### src/rtl/systolic_os_feeder.sv
// Operand feeder for an output-stationary systolic array: skews act/wei lanes,
// zero-fills idle slots and sequences clear -> feed -> drain -> done for one tile.
module systolic_os_feeder #(
  parameter int unsigned WIDTH_A = 16,
  parameter int unsigned WIDTH_B = 16,
  parameter int unsigned X_AXIS  = 3,
  parameter int unsigned Y_AXIS  = 3,
  parameter int unsigned K_MAX   = 16,
  parameter int unsigned PE_LAT  = 1,
  parameter int unsigned WIDTH_K = $clog2(K_MAX + 1)
) (
  input  logic               clk,
  input  logic               rst_n,
  input  logic               start,
  input  logic [WIDTH_K-1:0] k_len,
  input  logic               in_valid,
  output logic               in_ready,
  input  logic [WIDTH_A-1:0] in_act [0:Y_AXIS-1],
  input  logic [WIDTH_B-1:0] in_wei [0:X_AXIS-1],
  output logic [WIDTH_A-1:0] act    [0:Y_AXIS-1],
  output logic [WIDTH_B-1:0] wei    [0:X_AXIS-1],
  output logic               reg_clear,
  output logic               busy,
  output logic               done
);

  localparam int unsigned DRAIN_LEN = X_AXIS + Y_AXIS - 1 + PE_LAT;
  localparam int unsigned WIDTH_D   = $clog2(DRAIN_LEN + 1);
  localparam logic [WIDTH_K-1:0] K_LIMIT    = WIDTH_K'(K_MAX);
  localparam logic [WIDTH_D-1:0] DRAIN_LAST = WIDTH_D'(DRAIN_LEN - 1);

  typedef enum logic [2:0] {
    IDLE  = 3'd0,
    CLEAR = 3'd1,
    FEED  = 3'd2,
    DRAIN = 3'd3,
    DONE  = 3'd4
  } state_t;

  state_t             state;
  state_t             next_state;
  logic [WIDTH_K-1:0] k_lat;
  logic [WIDTH_K-1:0] k_cnt;
  logic [WIDTH_D-1:0] drain_cnt;
  logic               accept_c;

  assign accept_c = in_valid && in_ready;

  always_ff @(posedge clk or negedge rst_n) begin
    if (!rst_n) state <= IDLE;
    else        state <= next_state;
  end

  always_comb begin
    next_state = state;
    case (state)
      IDLE:    if (start) next_state = CLEAR;
      CLEAR:   next_state = (k_lat != '0) ? FEED : DONE;
      FEED:    if (accept_c && (k_cnt + WIDTH_K'(1) == k_lat)) next_state = DRAIN;
      DRAIN:   if (drain_cnt == DRAIN_LAST) next_state = DONE;
      DONE:    next_state = IDLE;
      default: next_state = IDLE;
    endcase
  end

  // Control outputs registered from the next state so they align with it.
  always_ff @(posedge clk or negedge rst_n) begin
    if (!rst_n) begin
      in_ready  <= 1'b0;
      busy      <= 1'b0;
      reg_clear <= 1'b0;
      done      <= 1'b0;
    end else begin
      in_ready  <= (next_state == FEED);
      busy      <= (next_state != IDLE);
      reg_clear <= (next_state == CLEAR);
      done      <= (next_state == DONE);
    end
  end

  always_ff @(posedge clk or negedge rst_n) begin
    if (!rst_n) begin
      k_lat     <= '0;
      k_cnt     <= '0;
      drain_cnt <= '0;
    end else begin
      if (state == IDLE && start) k_lat <= (k_len > K_LIMIT) ? K_LIMIT : k_len;
      if (state == FEED) begin
        if (accept_c) k_cnt <= k_cnt + WIDTH_K'(1);
      end else begin
        k_cnt <= '0;
      end
      if (state == DRAIN) drain_cnt <= drain_cnt + WIDTH_D'(1);
      else                drain_cnt <= '0;
    end
  end

  // Lane i holds i+1 stages; stage 0 takes zero whenever nothing is accepted.
  for (genvar gi = 0; gi < int'(Y_AXIS); gi++) begin : g_act
    logic [WIDTH_A-1:0] sr [0:gi];
    always_ff @(posedge clk or negedge rst_n) begin
      if (!rst_n) begin
        for (int s = 0; s <= gi; s++) sr[s] <= '0;
      end else begin
        sr[0] <= accept_c ? in_act[gi] : '0;
        for (int s = 1; s <= gi; s++) sr[s] <= sr[s-1];
      end
    end
    assign act[gi] = sr[gi];
  end

  for (genvar gj = 0; gj < int'(X_AXIS); gj++) begin : g_wei
    logic [WIDTH_B-1:0] sr [0:gj];
    always_ff @(posedge clk or negedge rst_n) begin
      if (!rst_n) begin
        for (int s = 0; s <= gj; s++) sr[s] <= '0;
      end else begin
        sr[0] <= accept_c ? in_wei[gj] : '0;
        for (int s = 1; s <= gj; s++) sr[s] <= sr[s-1];
      end
    end
    assign wei[gj] = sr[gj];
  end

endmodule

### config.mk
export PLATFORM = sky130hd
export DESIGN_NAME = systolic_os_feeder
export DESIGN_NICKNAME = d
export VERILOG_FILES = /design/src/rtl/systolic_os_feeder.sv
export SDC_FILE = /design/constraint.sdc
export NUM_CORES = 1
export LEC_CHECK = 0
export CAP_MARGIN = 20
export CORE_UTILIZATION = 42
export DETAILED_ROUTE_END_ITERATION = 8
export MAX_ROUTING_LAYER = met4
export PLACE_DENSITY = 0.81
export SETUP_SLACK_MARGIN = 0.15
export SLEW_MARGIN = 20
export SYNTH_ARGS = -nofsm -noshare
export SYNTH_HDL_FRONTEND = slang
export SYNTH_SLANG_ARGS = --single-unit
### constraint.sdc
create_clock -name clk -period 1.6 [get_ports clk]
set_input_delay 0.32 -clock clk [delete_from_list [all_inputs] [get_ports clk]]
set_output_delay 0.32 -clock clk [all_outputs]
set_load 0.1 [all_outputs]
# --- Word-level counts from Yosys, hierarchy flattened ---
# Cells that the tools add are included.
classes:
  muxes: 15
  order_cmp: 1
  reduce_logical: 6
  eq_ne: 9
  n_addsub: 2
ops:
  columns: ["cell", "count"]
  rows:
  - ["two-way mux 16 bit", 6]
  - ["two-way mux 3 bit", 5]
  - ["two-way mux 5 bit", 3]
  - ["one-hot mux 3 bit (4 select lines)", 1]
  - ["equality test 3 x 2 -> 1 bit, second input constant", 3]
  - ["equality test 3 x 1 -> 1 bit, second input constant", 2]
  - ["equality test 3 bit, second input constant", 2]
  - ["adder 5 x 1 -> 5 bit, second input constant", 1]
  - ["equality test 5 bit", 1]
  - ["> comparator 5 bit, second input constant", 1]
  - ["nonzero test 5 bit", 1]
  - ["adder 3 x 1 -> 3 bit, second input constant", 1]
  - ["logical AND 1 bit", 3]
  - ["zero test 3 bit", 1]
  - ["nonzero test 3 bit", 1]
  - ["inequality test 2 bit, second input constant", 1]
totals:
  ff_bits: 212
  out_inout_bits: 100
  inputBits: 105
  word_cells: 53

# --- Logic depth before layout (Yosys ltp) ---
depth:
  word_depth: 6
  mapped_depth: 6
  depth_no_buf: 6

# --- Worst setup path before layout ---
# Ideal clock, no wire load.
synth_timing:
  path_type: "reg2reg"
  startpoint: "reg in_ready"
  endpoint: "reg k_cnt[4]"
  path_buffers: 1
  required_ns: 1.522
  setup_ns: 0.078
  period_less_slack_ns: 1.883
  stages_incl_launch_ff: 5
  t_arrival_ns: 1.806
  path_slack_ns: -0.283
  cell_sequence: "dfrtp_1 buf_2 nand2_1 or3_1 a21oi_1"
synth_between:
  elab_chain_cells: 2
synth_rtl:
  columns: ["item", "line_no", "source"]
  rows:
  - ["start, declared", "17", "output logic in_ready,"]
  - ["start signal, assigned", "74", "in_ready <= (next_state == FEED);"]
  - ["logical AND 1 bit", "47", "assign accept_c = in_valid && in_ready;"]
  - ["inequality test 2 bit (no line)", null, null]
  - ["end signal, assigned", "89", "if (accept_c) k_cnt <= k_cnt + WIDTH_K'(1);"]
  - ["end, declared", "43", "logic [WIDTH_K-1:0] k_cnt;"]
# No other way between the ends.
# A chain may end at the register's enable or synchronous reset.

# --- Final worst setup path ---
layout_timing:
  startpoint: "reg in_ready"
  endpoint: "out in_ready"
# No word-level cell between the ends.

==> out/metrics.csv <==
stage;metric;value;unit
outcome;status;completed;
logic_synthesis;synth_common_cells;sky130_fd_sc_hd__dfrtp_1, sky130_fd_sc_hd__and3_1, sky130_fd_sc_hd__buf_4, sky130_fd_sc_hd__clkbuf_1, sky130_fd_sc_hd__nand2_1;
floorplanning;effective_utilization_at_floorplan;43.3;%
sta;timing.clock.skew;0.00514;ns
sta;fmax;0.629;GHz
floorplanning;design.core.area;16100;sq um
pwr;power.static_leakage;5.30;nW
pwr;power-per-cell-area;1740;nW/um^2
pwr;vdd_drop_max;1.06;mV
cts;worst_skew_pair.late_latency;0.49;ns
grt;use_met3;3.54;%
pwr;power_switching;6.77;mW
floorplanning;io_pins;205;
worst_setup_path;endpoint_kind;primary output;
grt;grt_max_degree;72;
min_path;worst_hold_path.endpoint;k_cnt[1]$_DFFE_PN0P_;
grt;grt_usage;18.4;%
placement;post-dp-hpwl;10300;microns
detailed_routing;vias_per_cell;4.71;
logic_synthesis;yosys_warnings;0;
cells_and_area;layout-drive-gt1-share;27.2;%
cts;cts.path.max_buffers;3;
detailed_routing;remaining_drc_errors;0;
min_path;whs_path_depth;4;
sta;finalHoldViolations;0;
pwr;power_frac_clock;27.8;%
cts;cts.htree.levels;1;
logic_synthesis;synthesized_cell_area;6960;sq um
worst_setup_path;worst-setup-path-type;reg -> out;
cells_and_area;fin_nets;738;
detailed_routing;num_vias;4054;
worst_setup_path;r2r_end;in_ready$_DFF_PN0_;
grt;grt_pass1_vias;4352;
floorplanning;design.die.area;17100;sq um
logic_synthesis;post-synth-top-area-cell;sky130_fd_sc_hd__dfrtp_1;
cells_and_area;antenna-diode-count;0;
detailed_routing;wl_per_cell;17.8;microns
pwr;power.share.switching;36.0;%
sta;min_period_over_period;99.3;%
logic_synthesis;yosysSeqAreaShare;76.2;%
cts;number_of_buffers_added_by_the_clock_tree_synthesis_step;22;
worst_setup_path;critPathMaxFanout;2;
detailed_routing;detail_route.first_pass.iterations;4;
cells_and_area;postLayoutCoreUtil;67.4;%
placement;portBuffers;204;
grt;gr_layer_usage_met2;30.8;%
detailed_routing;antenna_left;0;
sta;timing.setup.tns;0;ns
sta;rsz_0062_raised_after_global_routing;true;
logic_synthesis;post-synth-top-count-cell;sky130_fd_sc_hd__dfrtp_1;
sta;final_number_of_setup_violating_endpoints;0;
sta;slew_viol_final;0;
cts;cts_tree;yes;
floorplanning;die_height;131;microns
logic_synthesis;synth.top_cell.area_share;76.2;%
logic_synthesis;synth_nets;577;
grt;antenna_found_initial;0;
worst_setup_path;crit-reg2reg-launch;k_lat[2]$_DFFE_PN0P_;
sta;fin_worst_hold_slack;0.276;ns
job;maxCapViolations;0;
sta;period_minus_slack;1.59;ns
logic_synthesis;yosysUniqueCellTypes;33;
worst_setup_path;cp_data_required_time;1.28;ns
worst_setup_path;ff2ff_path_depth;4;
detailed_routing;first_iter_violations;176;
logic_synthesis;synthArstFlopShare;100;%
worst_setup_path;arrival;1.27;ns
min_path;min-delay-start;in_valid;
cts;clkTransAtPathRegs;0.06;ns
grt;grt-busiest-layer;met2;
floorplanning;std_cell_rows;46;
cts;cts.root.buffer_cell;sky130_fd_sc_hd__clkbuf_16;
logic_synthesis;avgSynthCellArea;14.8;sq um
logic_synthesis;yosys_register_bits;212;
pwr;combinationalPowerShare;35.6;%
pwr;p_int;12.0;mW
logic_synthesis;synth_edf_count;0;
cells_and_area;syn2layout_area_growth;55.4;%
logic_synthesis;synth_top_cells_by_area;sky130_fd_sc_hd__dfrtp_1, sky130_fd_sc_hd__and3_1, sky130_fd_sc_hd__buf_4, sky130_fd_sc_hd__clkbuf_1, sky130_fd_sc_hd__xnor2_1;
grt;grt_remaining_overflow;0;
grt;wire_length_of_the_first_global_routing_pass;23000;microns
logic_synthesis;dominantRegCellSynth;sky130_fd_sc_hd__dfrtp_1;
logic_synthesis;syn_inst;469;
placement;globalplace.congestion;0.812;
worst_setup_path;reg2reg_slack;0.10;ns
detailed_routing;routed_wl;15300;microns
grt;groute.layer.met1.usage;22.1;%
min_path;min_path_type;in -> reg;
floorplanning;die_w;131;microns
cts;cts.sinks;212;
pwr;sequentialPowerShare;36.6;%
worst_setup_path;start_kind;flip-flop;
sta;slew_headroom;69.0;%
sta;timing_worst_slew_pin_value;0.465;ns
## worst max path at each step
stage                         start              endpoint  depth (start not counted)
6_report         in_ready$_DFF_PN0_              in_ready                          2
4_1_cts          in_ready$_DFF_PN0_              in_ready                          2
3_5_place_dp   k_lat[1]$_DFFE_PN0P_        done$_DFF_PN0_                          4
5_1_grt          in_ready$_DFF_PN0_              in_ready                          2
3_3_place_gp   k_lat[1]$_DFFE_PN0P_    in_ready$_DFF_PN0_                          4
2_1_floorplan    in_ready$_DFF_PN0_  k_cnt[4]$_DFFE_PN0P_                          4
## repair_timing
item | 4_1_cts | 5_1_grt
cloned | 1 | 0
setup endpoints to repair | 5 | 14
endpoints found under the hold margin | 46 | 0
hold buffers | 1 | 0
setup buffers | 6 | 0
pin swaps | 3 | 4
gates resized for setup | 10 | 16
## kinds of logic (layout without fill, tap and decap cells)
kind of cell	count (synthesis)	in the layout	share of synthesized area (%)
simple gates	137	137	12.0
xor+xnor	10	10	1.26
buf+inv	90	265	8.45
fa+ha+maj	3	3	0.539
flops	212	212	76.2
compound gates	16	16	1.37
mux	1	1	0.162
## critical path: stages, from the launching register on
cell	delay [ns]
sky130_fd_sc_hd__dfrtp_4	0.49
sky130_fd_sc_hd__buf_12	0.13
sky130_fd_sc_hd__buf_12	0.15
## routing by layer
layer  wire length (microns)  vias up
met5                       0        -
met4                     539        0
met3                     873       42
met2                    7930      171
met1                    5930     2033
li1                        -     1808
## cell type report
| cell class | instances | area [sq um] |
|---|---|---|
| fillers | 1017 | 5240 |
| clock buffers | 28 | 593 |
| multi-input cells | 167 | 1160 |
| clock inverters | 10 | 166 |
| well taps | 216 | 270 |
| inverters | 2 | 7.51 |
| repair buffers | 225 | 3310 |
| flip-flops and latches | 212 | 5310 |
## flip-flops by register name (all words and copies together), names as in the netlist, 3 cells and up
signal,flops
g_act.sr,64
g_wei.sr,64
act,32
wei,32
k_cnt,5
k_lat,5
drain_cnt,3
state,3
## through the flow
stage | area, sq um | std cells | setup WS (ns) | power [mW]
6_report | 10800 | 860 | 0.0108 | 18.8
5_1_grt | 10800 | 860 | -0.0207 | 19.5
4_1_cts | 10700 | 860 | -0.0105 | 18.9
3_5_place_dp | 9860 | 814 | 0.0844 | 13.3
3_3_place_gp | 9860 | 814 | 0.157 | 13.1
2_1_floorplan | 6980 | 469 | 0.177 | 10.9
## layout by cell type, fill, tap and decap left out, drive strengths merged, types with 2 or more instances in the layout
master         count
a21oi              5
and3              96
buf              120
bufinv             4
clkbuf            29
clkdlybuf4s50    102
clkinv             4
clkinvlp           2
dfrtp            212
ha                 3
inv                2
nand2              8
nand2b             4
nand3              5
nand3b             2
nor2               6
nor3               6
nor3b              2
nor4               2
o21ai              7
or3                2
xnor2              5
xor2               5
## power by group through the flow
stage,Sequential (mW),Clock (mW),Combinational [mW]
2_1_floorplan,7.69,0,3.21
3_3_place_gp,6.88,0,6.21
3_5_place_dp,6.96,0,6.31
4_1_cts,6.86,5.38,6.63
5_1_grt,6.96,5.58,6.96
6_report,6.88,5.23,6.70
(Power assumes the default switching activity.)
